<file path="src/rtl/bist_misr_if.sv">
// Control and data bundle between the BIST MISR controller and its environment.
// The master drives run requests and response data; the slave is the MISR.
interface bist_misr_if #(
    parameter int unsigned WIDTH = 8
) ();

    logic             Start;
    logic [WIDTH-1:0] Din;
    logic             Din_valid;
    logic [WIDTH-1:0] Golden;
    logic             Load;
    logic [WIDTH-1:0] Signature;
    logic             Busy;
    logic             Done;
    logic             Pass;

    modport master (
        output Start,
        output Din,
        output Din_valid,
        output Golden,
        input  Load,
        input  Signature,
        input  Busy,
        input  Done,
        input  Pass
    );

    modport slave (
        input  Start,
        input  Din,
        input  Din_valid,
        input  Golden,
        output Load,
        output Signature,
        output Busy,
        output Done,
        output Pass
    );

endinterface

</file>
<file path="src/rtl/bist_misr.sv">
// Multiple-input signature register with run controller. Pulses Load to the
// PRPG, compacts PATTERNS valid response words and compares against Golden.
module bist_misr #(
    parameter int unsigned           WIDTH    = 8,
    parameter logic [WIDTH-1:0]      POLY     = 8'h1D,
    parameter logic [WIDTH-1:0]      SEED     = '0,
    parameter int unsigned           PATTERNS = 16
) (
    input  logic            clk,
    input  logic            rst_n,
    bist_misr_if.slave      bus
);

    localparam int unsigned CntW = $clog2(PATTERNS + 1);
    localparam logic [CntW-1:0] LastCnt = CntW'(PATTERNS - 1);

    typedef enum logic [1:0] {
        StIdle,
        StSeed,
        StCompact,
        StDone
    } state_e;

    state_e            state_q, state_d;
    logic [WIDTH-1:0]  sig_q, sig_d;
    logic [CntW-1:0]   cnt_q, cnt_d;
    logic              load_q, load_d;
    logic              busy_q, busy_d;
    logic              done_q, done_d;
    logic              pass_q, pass_d;
    logic [WIDTH-1:0]  misr_next;

    // MISR step: shift left, fold MSB back through the tap mask, XOR in the response word
    always_comb begin
        misr_next = {sig_q[WIDTH-2:0], 1'b0} ^ (sig_q[WIDTH-1] ? POLY : '0) ^ bus.Din;
    end

    // Next-state and registered-output decode
    always_comb begin
        state_d = state_q;
        sig_d   = sig_q;
        cnt_d   = cnt_q;
        load_d  = 1'b0;
        busy_d  = busy_q;
        done_d  = done_q;
        pass_d  = pass_q;

        unique case (state_q)
            StIdle, StDone: begin
                // A restart in DONE wins over any concurrent Din_valid
                if (bus.Start) begin
                    state_d = StSeed;
                    sig_d   = SEED;
                    cnt_d   = '0;
                    load_d  = 1'b1;
                    busy_d  = 1'b1;
                    done_d  = 1'b0;
                    pass_d  = 1'b0;
                end
            end
            StSeed: begin
                state_d = StCompact;
            end
            StCompact: begin
                if (bus.Din_valid) begin
                    sig_d = misr_next;
                    cnt_d = cnt_q + CntW'(1);
                    if (cnt_q == LastCnt) begin
                        state_d = StDone;
                        busy_d  = 1'b0;
                        done_d  = 1'b1;
                        pass_d  = (misr_next == bus.Golden);
                    end
                end
            end
            default: begin
                state_d = StIdle;
            end
        endcase
    end

    // State and output registers, cleared asynchronously
    always_ff @(posedge clk or negedge rst_n) begin
        if (!rst_n) begin
            state_q <= StIdle;
            sig_q   <= SEED;
            cnt_q   <= '0;
            load_q  <= 1'b0;
            busy_q  <= 1'b0;
            done_q  <= 1'b0;
            pass_q  <= 1'b0;
        end else begin
            state_q <= state_d;
            sig_q   <= sig_d;
            cnt_q   <= cnt_d;
            load_q  <= load_d;
            busy_q  <= busy_d;
            done_q  <= done_d;
            pass_q  <= pass_d;
        end
    end

    assign bus.Load      = load_q;
    assign bus.Signature = sig_q;
    assign bus.Busy      = busy_q;
    assign bus.Done      = done_q;
    assign bus.Pass      = pass_q;

endmodule

</file>
<file path="src/flat_wrapper.sv">
// flat-port wrapper written by rule: the top's interface ports become plain ports
module bist_misr_flat 
#(
    parameter int unsigned           WIDTH    = 8,
    parameter logic [WIDTH-1:0]      POLY     = 8'h1D,
    parameter logic [WIDTH-1:0]      SEED     = '0,
    parameter int unsigned           PATTERNS = 16
)
  (clk, rst_n, bus_Start, bus_Din, bus_Din_valid, bus_Golden, bus_Load, bus_Signature, bus_Busy, bus_Done, bus_Pass);
  bist_misr_if #(.WIDTH(WIDTH)) bus_i ();
  input  logic clk;
  input  logic rst_n;
  input wire logic [$bits(bus_i.Start)-1:0] bus_Start;
  input wire logic [$bits(bus_i.Din)-1:0] bus_Din;
  input wire logic [$bits(bus_i.Din_valid)-1:0] bus_Din_valid;
  input wire logic [$bits(bus_i.Golden)-1:0] bus_Golden;
  output wire logic [$bits(bus_i.Load)-1:0] bus_Load;
  output wire logic [$bits(bus_i.Signature)-1:0] bus_Signature;
  output wire logic [$bits(bus_i.Busy)-1:0] bus_Busy;
  output wire logic [$bits(bus_i.Done)-1:0] bus_Done;
  output wire logic [$bits(bus_i.Pass)-1:0] bus_Pass;
  assign bus_i.Start = bus_Start;
  assign bus_i.Din = bus_Din;
  assign bus_i.Din_valid = bus_Din_valid;
  assign bus_i.Golden = bus_Golden;
  assign bus_Load = bus_i.Load;
  assign bus_Signature = bus_i.Signature;
  assign bus_Busy = bus_i.Busy;
  assign bus_Done = bus_i.Done;
  assign bus_Pass = bus_i.Pass;
  bist_misr #(.WIDTH(WIDTH), .POLY(POLY), .SEED(SEED), .PATTERNS(PATTERNS)) u_core (.clk(clk), .rst_n(rst_n), .bus(bus_i));
endmodule
</file>
<file path="config.mk">
export PLATFORM = sky130hd
export DESIGN_NAME = bist_misr_flat
export DESIGN_NICKNAME = d
export VERILOG_FILES = /design/src/rtl/bist_misr_if.sv /design/src/rtl/bist_misr.sv /design/src/flat_wrapper.sv
export SDC_FILE = /design/constraint.sdc
export NUM_CORES = 1
export LEC_CHECK = 0
export CAP_MARGIN = 20
export CORE_MARGIN = 10
export CORE_UTILIZATION = 30
export DETAILED_ROUTE_END_ITERATION = 6
export GPL_TIMING_DRIVEN = 0
export PLACE_DENSITY = 0.58
export SYNTH_ARGS = -nofsm -noshare
export SYNTH_HDL_FRONTEND = slang
export SYNTH_SLANG_ARGS = --single-unit
</file>
<file path="constraint.sdc">
create_clock -name clk -period 2.2 [get_ports clk]
set_input_delay 0.33 -clock clk [delete_from_list [all_inputs] [get_ports clk]]
set_output_delay 0.33 -clock clk [all_outputs]
set_load 0.005 [all_outputs]
</file>
Word-level counts from Yosys, hierarchy flattened

Cells that the tools add are included.

Register bits: 19
Logic and storage cells: 48
Output and inout bits: 12

$add $sub $neg: 1
Reductions and logical operators: 6
Bitwise logic cells: 2
Mux-type cells: 24
Eq/ne operators: 8

Operators by type and width:

| cell                                                | number |
|---|---|
| 2-to-1 mux 8 bit                                    | 2 |
| one-hot mux 8 bit (2 select lines)                  | 1 |
| XOR 8 bit                                           | 2 |
| 2-to-1 mux 5 bit                                    | 3 |
| 2-to-1 mux 1 bit                                    | 10 |
| one-hot mux 5 bit (2 select lines)                  | 1 |
| equality test 8 bit                                 | 1 |
| 2-to-1 mux 2 bit                                    | 3 |
| one-hot mux 1 bit (2 select lines)                  | 3 |
| one-hot mux 2 bit (3 select lines)                  | 1 |
| AND reduction 3 bit                                 | 2 |
| adder 5 x 1 -> 5 bit, second input constant         | 1 |
| equality test 5 x 4 -> 1 bit, second input constant | 1 |
| equality test 2 bit, second input constant          | 2 |
| != test 2 bit, second input constant                | 2 |
| AND reduction 4 bit                                 | 1 |
| equality test 2 x 1 -> 1 bit, second input constant | 1 |
| logical NOT 2 bit                                   | 1 |
| != test 2 x 1 -> 1 bit, second input constant       | 1 |
| nonzero test 2 bit                                  | 1 |
| OR reduction 2 bit                                  | 1 |

Longest topological paths before layout

Gate-level depths: netlist of run 1.

Depth after elaboration: 7
Mapped depth: 7
Mapped depth without buffers: 7

Least setup slack after synthesis of run 1

OpenSTA, ideal clock, no wires.

Path type: reg-to-reg
Start point: register u_core.state_q[0]
End point: register u_core.pass_q, in the netlist u_core.bus.Pass
Required time: 2.096 ns
Data arrival time: 1.577 ns
Path buffers: 1
Setup slack: 0.519 ns
Period minus slack after synthesis: 1.681 ns
Setup time: 0.104 ns
Stages on the path, launching flop included: 8
Path through: dfrtp_1 -> inv_1 -> ha_1 -> nand2b_1 -> and3_1 -> clkbuf_1 -> nand4_1 -> o41ai_2

Word-level cells in the longest chain between the ends: 4
Elaborated cells on any way between the ends: 10

RTL lines:

| item                                                          | RTL line        | RTL |
|---|---|---|
| from (decl)                                                   | bist_misr.sv:24 | `state_e state_q, state_d;` |
| from (signal assigned)                                        | bist_misr.sv:85 | `state_q <= StIdle;` |
| from (signal assigned)                                        | bist_misr.sv:93 | `state_q <= state_d;` |
| equality test 2 bit or logical NOT 2 bit (tied branches)      | bist_misr.sv:48 | `unique case (state_q)` |
| OR reduction 2 bit                                            | bist_misr.sv:48 |  |
| != test 2 bit (no line) or nonzero test 2 bit (tied branches) | n/a             |  |
| AND reduction 4 bit (no line)                                 | n/a             |  |
| to (signal assigned)                                          | bist_misr.sv:99 | `pass_q <= pass_d;` |
| to (decl)                                                     | bist_misr.sv:30 | `logic pass_q, pass_d;` |

Several ways; a longest one is shown, not always the timed one.
A chain may end at the register's enable or synchronous reset.

Worst setup path after layout of run 1

Ends and elaborated chain as after synthesis.

==> results of run 1 <==
## Yosys cell counts
cell / number
a211oi_2: 1
a21boi_1: 1
a21oi_1: 1
a22o_1: 7
a22o_2: 1
a31oi_1: 1
and3_1: 2
buf_2: 2
buf_6: 1
clkbuf_1: 1
dfrtp_1: 19
ha_1: 4
inv_1: 4
mux2i_1: 2
nand2_1: 5
nand2b_1: 2
nand3_1: 2
nand4_1: 2
nor2_1: 7
nor2b_1: 3
nor4bb_1: 1
o211ai_1: 1
o21ai_0: 7
o22ai_1: 1
o31ai_1: 1
o41ai_2: 1
or3_1: 1
xnor2_1: 12
xnor2_2: 1
xor2_1: 6
xor3_1: 1
## power by group through the flow
stage          Sequential (mW)  Clock [mW]  Combinational [mW]
4_1_cts                  0.564       0.188                1.03
2_1_floorplan            0.570           0               0.639
5_1_grt                  0.582       0.200                1.12
6_report                 0.561       0.185                1.00
3_5_place_dp             0.572           0                1.02
3_3_place_gp             0.568           0                1.01
## registers in the layout, summed over array words and instances (netlist names)
register / count
u_core.bus.Load: 1
u_core.cnt_q: 5
u_core.bus.Signature: 8
u_core.bus.Done: 1
u_core.bus.Pass: 1
u_core.bus.Busy: 1
u_core.state_q: 2
## per-layer routing
layer / wire length, µm / track usage [%]
met1: 1230 / 10.7
met2: 1260 / 14.2
met3: 161 / 2.90
met4: 18 / 2.64
met5: 0 / 0
## cell type report
type,count,area (µm²),area share (%)
sequential,19,475,32.1
tap,46,57.6,3.89
inverter,4,15.0,1.01
clock buffer,4,26.3,1.78
timing repair buffer,31,310,21.0
buffer,4,25.0,1.69
multi-input combinational,74,571,38.5
## final timing paths
check / to / slack (ns) / cells past startpoint
worst max-delay path: u_core.bus.Pass / 0.23 / 7
worst min-delay path: u_core.cnt_q[4] / 0.50 / 2
worst max register to register: u_core.bus.Pass / 0.23 / 7
worst min register to register: u_core.cnt_q[4] / 0.50 / 2
max in group asynchronous: u_core.bus.Signature[1] / 1.16 / 1
min in group asynchronous: u_core.bus.Done / 0.51 / 1
## placed cells by master, fill, tap and decap left out, types with 2 or more instances in the layout
cell              n
a22o_1            7
and3_1            2
buf_2             2
clkbuf_1          2
clkbuf_4          3
clkdlybuf4s50_1  31
dfrtp_1          19
ha_1              4
inv_1             4
mux2i_1           2
nand2_1           5
nand2b_1          2
nand3_1           2
nand4_1           2
nor2_1            7
nor2b_1           3
o21ai_0           7
xnor2_1          12
xor2_1            6
## logic make-up after synthesis
kind of cell,synth area share (%)
flops,43.8
buf+inv,3.69
fa+ha+maj,4.61
compound gates,16.1
simple gates,11.8
xor+xnor,18.2
mux,1.84
## tightest hold or removal path: cells and delay by family (launching register included)
family,cells,cell delay [ns]
AOI/OAI and AO/OA,1,0.06
DFF,1,0.36
and+or+nand+nor,1,0.05
## per-stage QoR
step / hold WS, ns / util, %
4_1_cts: 0.507 / 43.3
6_report: 0.503 / 43.3
5_1_grt: 0.517 / 43.3
3_5_place_dp: 0.480 / 42.6
2_1_floorplan: 0.0344 / -
3_3_place_gp: 0.463 / 42.6
==> reports/qor.csv, run 1 <==
stage;metric;value;unit
setup_path;Reg-to-Reg Start;u_core.state_q[0];
pwr;total power;1.75;mW
finish;P&R area growth vs syn;36.3;%
global_route;vias in the first global route;951;
placement;Port Buffers;31;
setup_path;worst stage delay on the critical path;0.38;ns
setup_path;Critical Path Sink Type;register;
setup_path;Crit path required time;2.41;ns
die;num ports;32;
finish;n_diodes;0;
finish;design area;1480;µm²
pwr;Comb pwr share;57.4;%
logic_synthesis;synthesized net count;125;
setup_path;crit path buf inv count;2;
clocking;Max Root-Sink Buffers;2;
timing;final worst slack;0.234;ns
timing;clk_skew;0.00282;ns
placement;pre-CTS setup slack;0.106;ns
placement;Placed Cells incl. Taps;178;
drt;routed via count;869;
logic_synthesis;top cell type by total area after synthesis;dfrtp_1;
clocking;H-tree levels;1;
setup_path;Max Fanout on Critical Path;9;
setup_path;delay-heaviest family, CP;simple AND/OR/NAND/NOR gates;
pwr;Net Switching;0.688;mW
drt;drt wl/cell;14.6;µm
global_route;GRT Overall Usage;8.76;%
clocking;register clock-pin slew on the reported worst setup and hold paths;0.12;ns
status;status;finished, final reports clean;
finish;final std cells w/o fill;182;
die;Die Ht;80.2;µm
logic_synthesis;mapped cell area;1090;µm²
drt;Post-DRT Antenna Nets;0;
setup_path;Slowest-stage cell, CP;ha_1;
logic_synthesis;Distinct cells, synth;31;
setup_path;critical-path cell list;inv_1 > ha_1 > nand2b_1 > and3_1 > clkbuf_1 > nand4_1 > o41ai_2;
logic_synthesis;post-synthesis sequential area ratio;43.8;%
pwr;Internal Power;1.06;mW
timing;Final Setup Violations;0;
min_path;Hold Path Class;reg2reg;
die;num rows;21;
logic_synthesis;Cells after Synth;101;
placement;HPWL after DPL;2.11;mm
flow_run;max-cap viol count;0;
clocking;TritonCTS Buffers;3;
logic_synthesis;FF+latch count, synth;19;
pwr;sw frac;39.3;%
drt;DR vias/cell;4.77;
drt;DRT iter0 DRCs;21;
min_path;min-delay src;u_core.cnt_q[4];
global_route;largest net degree at the start of global routing;20;
die;total core area;3420;µm²
pwr;Pwr Density;1180;nW/µm²
timing;Hold Violations, Final;0;
drt;final WL;2.66;mm
pwr;maximum vdd drop;359;µV
logic_synthesis;top-area cell type share of the netlist area;43.8;%
timing;Max Clk Rate;0.509;GHz
setup_path;Startpoint Class;register;
placement;placed inst area;1450;µm²
finish;layout cell share with drive strength beyond 1;7.35;%
die;Starting Density;31.8;%
clocking;clk sinks;19;
timing;Slew Viols, Final;0;
die;Die W;80.2;µm
logic_synthesis;Mean Syn Cell Area;10.8;µm²
timing;post-route clock period utilization;89.3;%
global_route;total global routing overflow;0;
placement;GP Congestion;0.774;
timing;Max-slew headroom;42.1;%
global_route;first-pass GRT wire length;4.57;mm
timing;final setup TNS;0;ns
logic_synthesis;top post-synthesis cells by area;dfrtp_1 44%, xnor2_1 9.7%, a22o_1 5.6%;
pwr;Clk network pwr share;10.6;%
setup_path;crit path DAT;2.18;ns
pwr;Leakage;0.650;nW
die;die area;6430;µm²
finish;Fill cells;339;
setup_path;Critical Path Start;u_core.state_q[0];
clocking;post_cts resized;0;
clocking;CTS tree;done;
clocking;Root Buffer Master;clkbuf_4;
finish;fin nets;161;
clocking;# hold bufs at CTS;0;
global_route;initial antenna violation count;0;
clocking;Worst-Skew Late Latency;0.30;ns
setup_path;Setup Crit Path Kind;reg2reg;
drt;drt first pass iters;4;
pwr;sequential share of power;32.0;%
logic_synthesis;Yosys warnings;0;
drt;drc violations;0;
timing;RSZ-0062 raised after global routing;no;
clocking;setup bufs post-CTS;0;
timing;worst-margin pin slew;0.865;ns
timing;post-layout min period;1.97;ns
Power figures use the tool's default switching activity.
==> run 2, diff against run 1 <==
Settings changed: PLACE_DENSITY 0.58 to 0.6.
Clock period 2.2 ns to 1.75 ns, I/O delays scaled along.
==> reports/qor.csv, run 2 (synthesis gave the netlist of run 1 again) <==
stage;metric;value;unit
finish;Multi-input gate area;597;µm²
clocking;clk sinks;19;
timing;Max-slew headroom;43.1;%
die;num rows;21;
drt;DR vias/cell;4.72;
drt;Post-DRT Antenna Nets;0;
setup_path;Slowest-stage cell, CP;dfrtp_1;
finish;most frequent cells in the layout;31 x clkdlybuf4s50_1, 19 x dfrtp_1, 12 x xnor2_1;
timing;Max Clk Rate;0.625;GHz
setup_path;Setup Crit Path Kind;reg2reg;
drt;routed via count;868;
placement;placed inst area;1450;µm²
clocking;TritonCTS Buffers;3;
timing;worst-margin pin slew;0.851;ns
finish;Fill cells;336;
setup_path;delay-heaviest family, CP;simple AND/OR/NAND/NOR gates;
setup_path;Reg-to-Reg Start;u_core.state_q[0];
drt;final WL;2.66;mm
global_route;largest net degree at the start of global routing;20;
clocking;Max Root-Sink Buffers;2;
placement;Port Buffers;31;
status;status;finished, final reports clean;
setup_path;r2r setup slk;0.15;ns
clocking;H-tree levels;1;
setup_path;crit path buf inv count;2;
setup_path;worst stage delay on the critical path;0.40;ns
finish;fin nets;163;
global_route;initial antenna violation count;0;
setup_path;Max Fanout on Critical Path;10;
die;die area;6430;µm²
global_route;vias in the first global route;906;
timing;Hold Violations, Final;0;
clocking;Worst-Skew Late Latency;0.29;ns
die;Die Ht;80.2;µm
finish;design area;1530;µm²
finish;most common cell after layout, fill and taps aside;clkdlybuf4s50_1;
timing;post-route clock period utilization;91.4;%
global_route;total global routing overflow;0;
finish;n_diodes;0;
min_path;Hold Path Class;in2async;
setup_path;worst r2r dst;u_core.cnt_q[3];
setup_path;Startpoint Class;register;
timing;RSZ-0062 raised after global routing;no;
die;num ports;32;
clocking;register clock-pin slew on the reported worst setup and hold paths;0.11;ns
finish;P&R area growth vs syn;40.7;%
setup_path;Critical Path Sink Type;register;
drt;drc violations;0;
timing;Final Setup Violations;0;
timing;Slew Viols, Final;0;
global_route;GRT Overall Usage;8.66;%
clocking;CTS tree;done;
placement;GP Congestion;0.750;
flow_run;max-cap viol count;0;
drt;drt first pass iters;4;
timing;final worst slack;0.150;ns
clocking;# hold bufs at CTS;0;
pwr;Leakage;0.668;nW
timing;post-layout min period;1.60;ns
finish;max FFs per register;8;
die;total core area;3420;µm²
setup_path;critical-path cell list;inv_1 > ha_2 > buf_2 > nor2_1 > nor4bb_1 > xnor2_1 > nor2_1;
finish;layout cell share with drive strength beyond 1;12.3;%
setup_path;R2R depth;7;
pwr;maximum vdd drop;455;µV
finish;register area;475;µm²
drt;DRT iter0 DRCs;80;
setup_path;CP dominant cell by count;nor2_1;
clocking;Root Buffer Master;clkbuf_4;
die;Die W;80.2;µm
global_route;first-pass GRT wire length;4.51;mm
die;Starting Density;31.8;%
setup_path;crit path DAT;1.79;ns
timing;clk_skew;0.00165;ns
timing;final setup TNS;0;ns
placement;HPWL after DPL;2.11;mm
setup_path;Crit path required time;1.94;ns
placement;pre-CTS setup slack;-0.253;ns
drt;drt wl/cell;14.4;µm
pwr;Pwr Density;1510;nW/µm²
-- run 2: layer usage --
metal	GRT usage, %	part of all wire, %	vias up
met5	0	0	-
met4	2.11	0.38	0
met3	2.90	7.7	2
met2	13.6	46	25
met1	11.1	46	414
li1	-	-	427
-- run 2: worst max path at each step --
stage                           end         startpoint  slack [ns]  cells after the start
finish              u_core.cnt_q[3]  u_core.state_q[0]        0.15                      7
global route        u_core.bus.Pass      bus_Golden[2]        0.02                      5
CTS                 u_core.bus.Done    u_core.cnt_q[0]       0.005                      7
detailed placement  u_core.bus.Pass          bus_Start       -0.25                      6
global placement    u_core.bus.Pass          bus_Start       -0.27                      6
floorplan           u_core.bus.Pass  u_core.state_q[0]        0.07                      7
-- run 2: metrics by stage --
| stage | hold WS (ns) | total power [mW] | instances | utilization [%] |
|---|---|---|---|---|
| floorplan | -0.0331 | 1.52 | 101 | - |
| global placement | 0.467 | 1.98 | 178 | 42.6 |
| detailed placement | 0.474 | 2.00 | 178 | 42.6 |
| CTS | 0.482 | 2.27 | 182 | 43.6 |
| global route | 0.525 | 2.52 | 184 | 44.7 |
| finish | 0.447 | 2.31 | 184 | 44.7 |
-- run 2: layout make-up --
class	count	area share, %
multi-input cells	74	39.1
flip-flops and latches	19	31.1
repair buffers	34	21.8
well taps	46	3.77
clock buffers	4	1.72
plain buffers	3	1.56
inverters	4	0.983
-- run 2: power by group --
part / internal [mW] / switching [mW] / leakage [nW]
registers: 0.587 / 0.124 / 0.250
logic: 0.744 / 0.635 / 0.403
clock network: 0.0885 / 0.134 / 0.0150
total: 1.42 / 0.893 / 0.668
-- run 2: timing repair --
item | 4_1_cts | 5_1_grt
pin swaps | 1 | 1
buffers inserted | 1 | 2
endpoints found under the setup margin | 4 | 6
hold endpoints to repair | 0 | 0
gates resized for setup | 2 | 5
-- run 2: worst register-to-register path, stage by stage, from the launching register on --
cell      delay (ns)
dfrtp_1         0.40
inv_1           0.08
ha_2            0.20
buf_2           0.20
nor2_1          0.07
nor4bb_1        0.32
xnor2_1         0.16
nor2_1          0.06
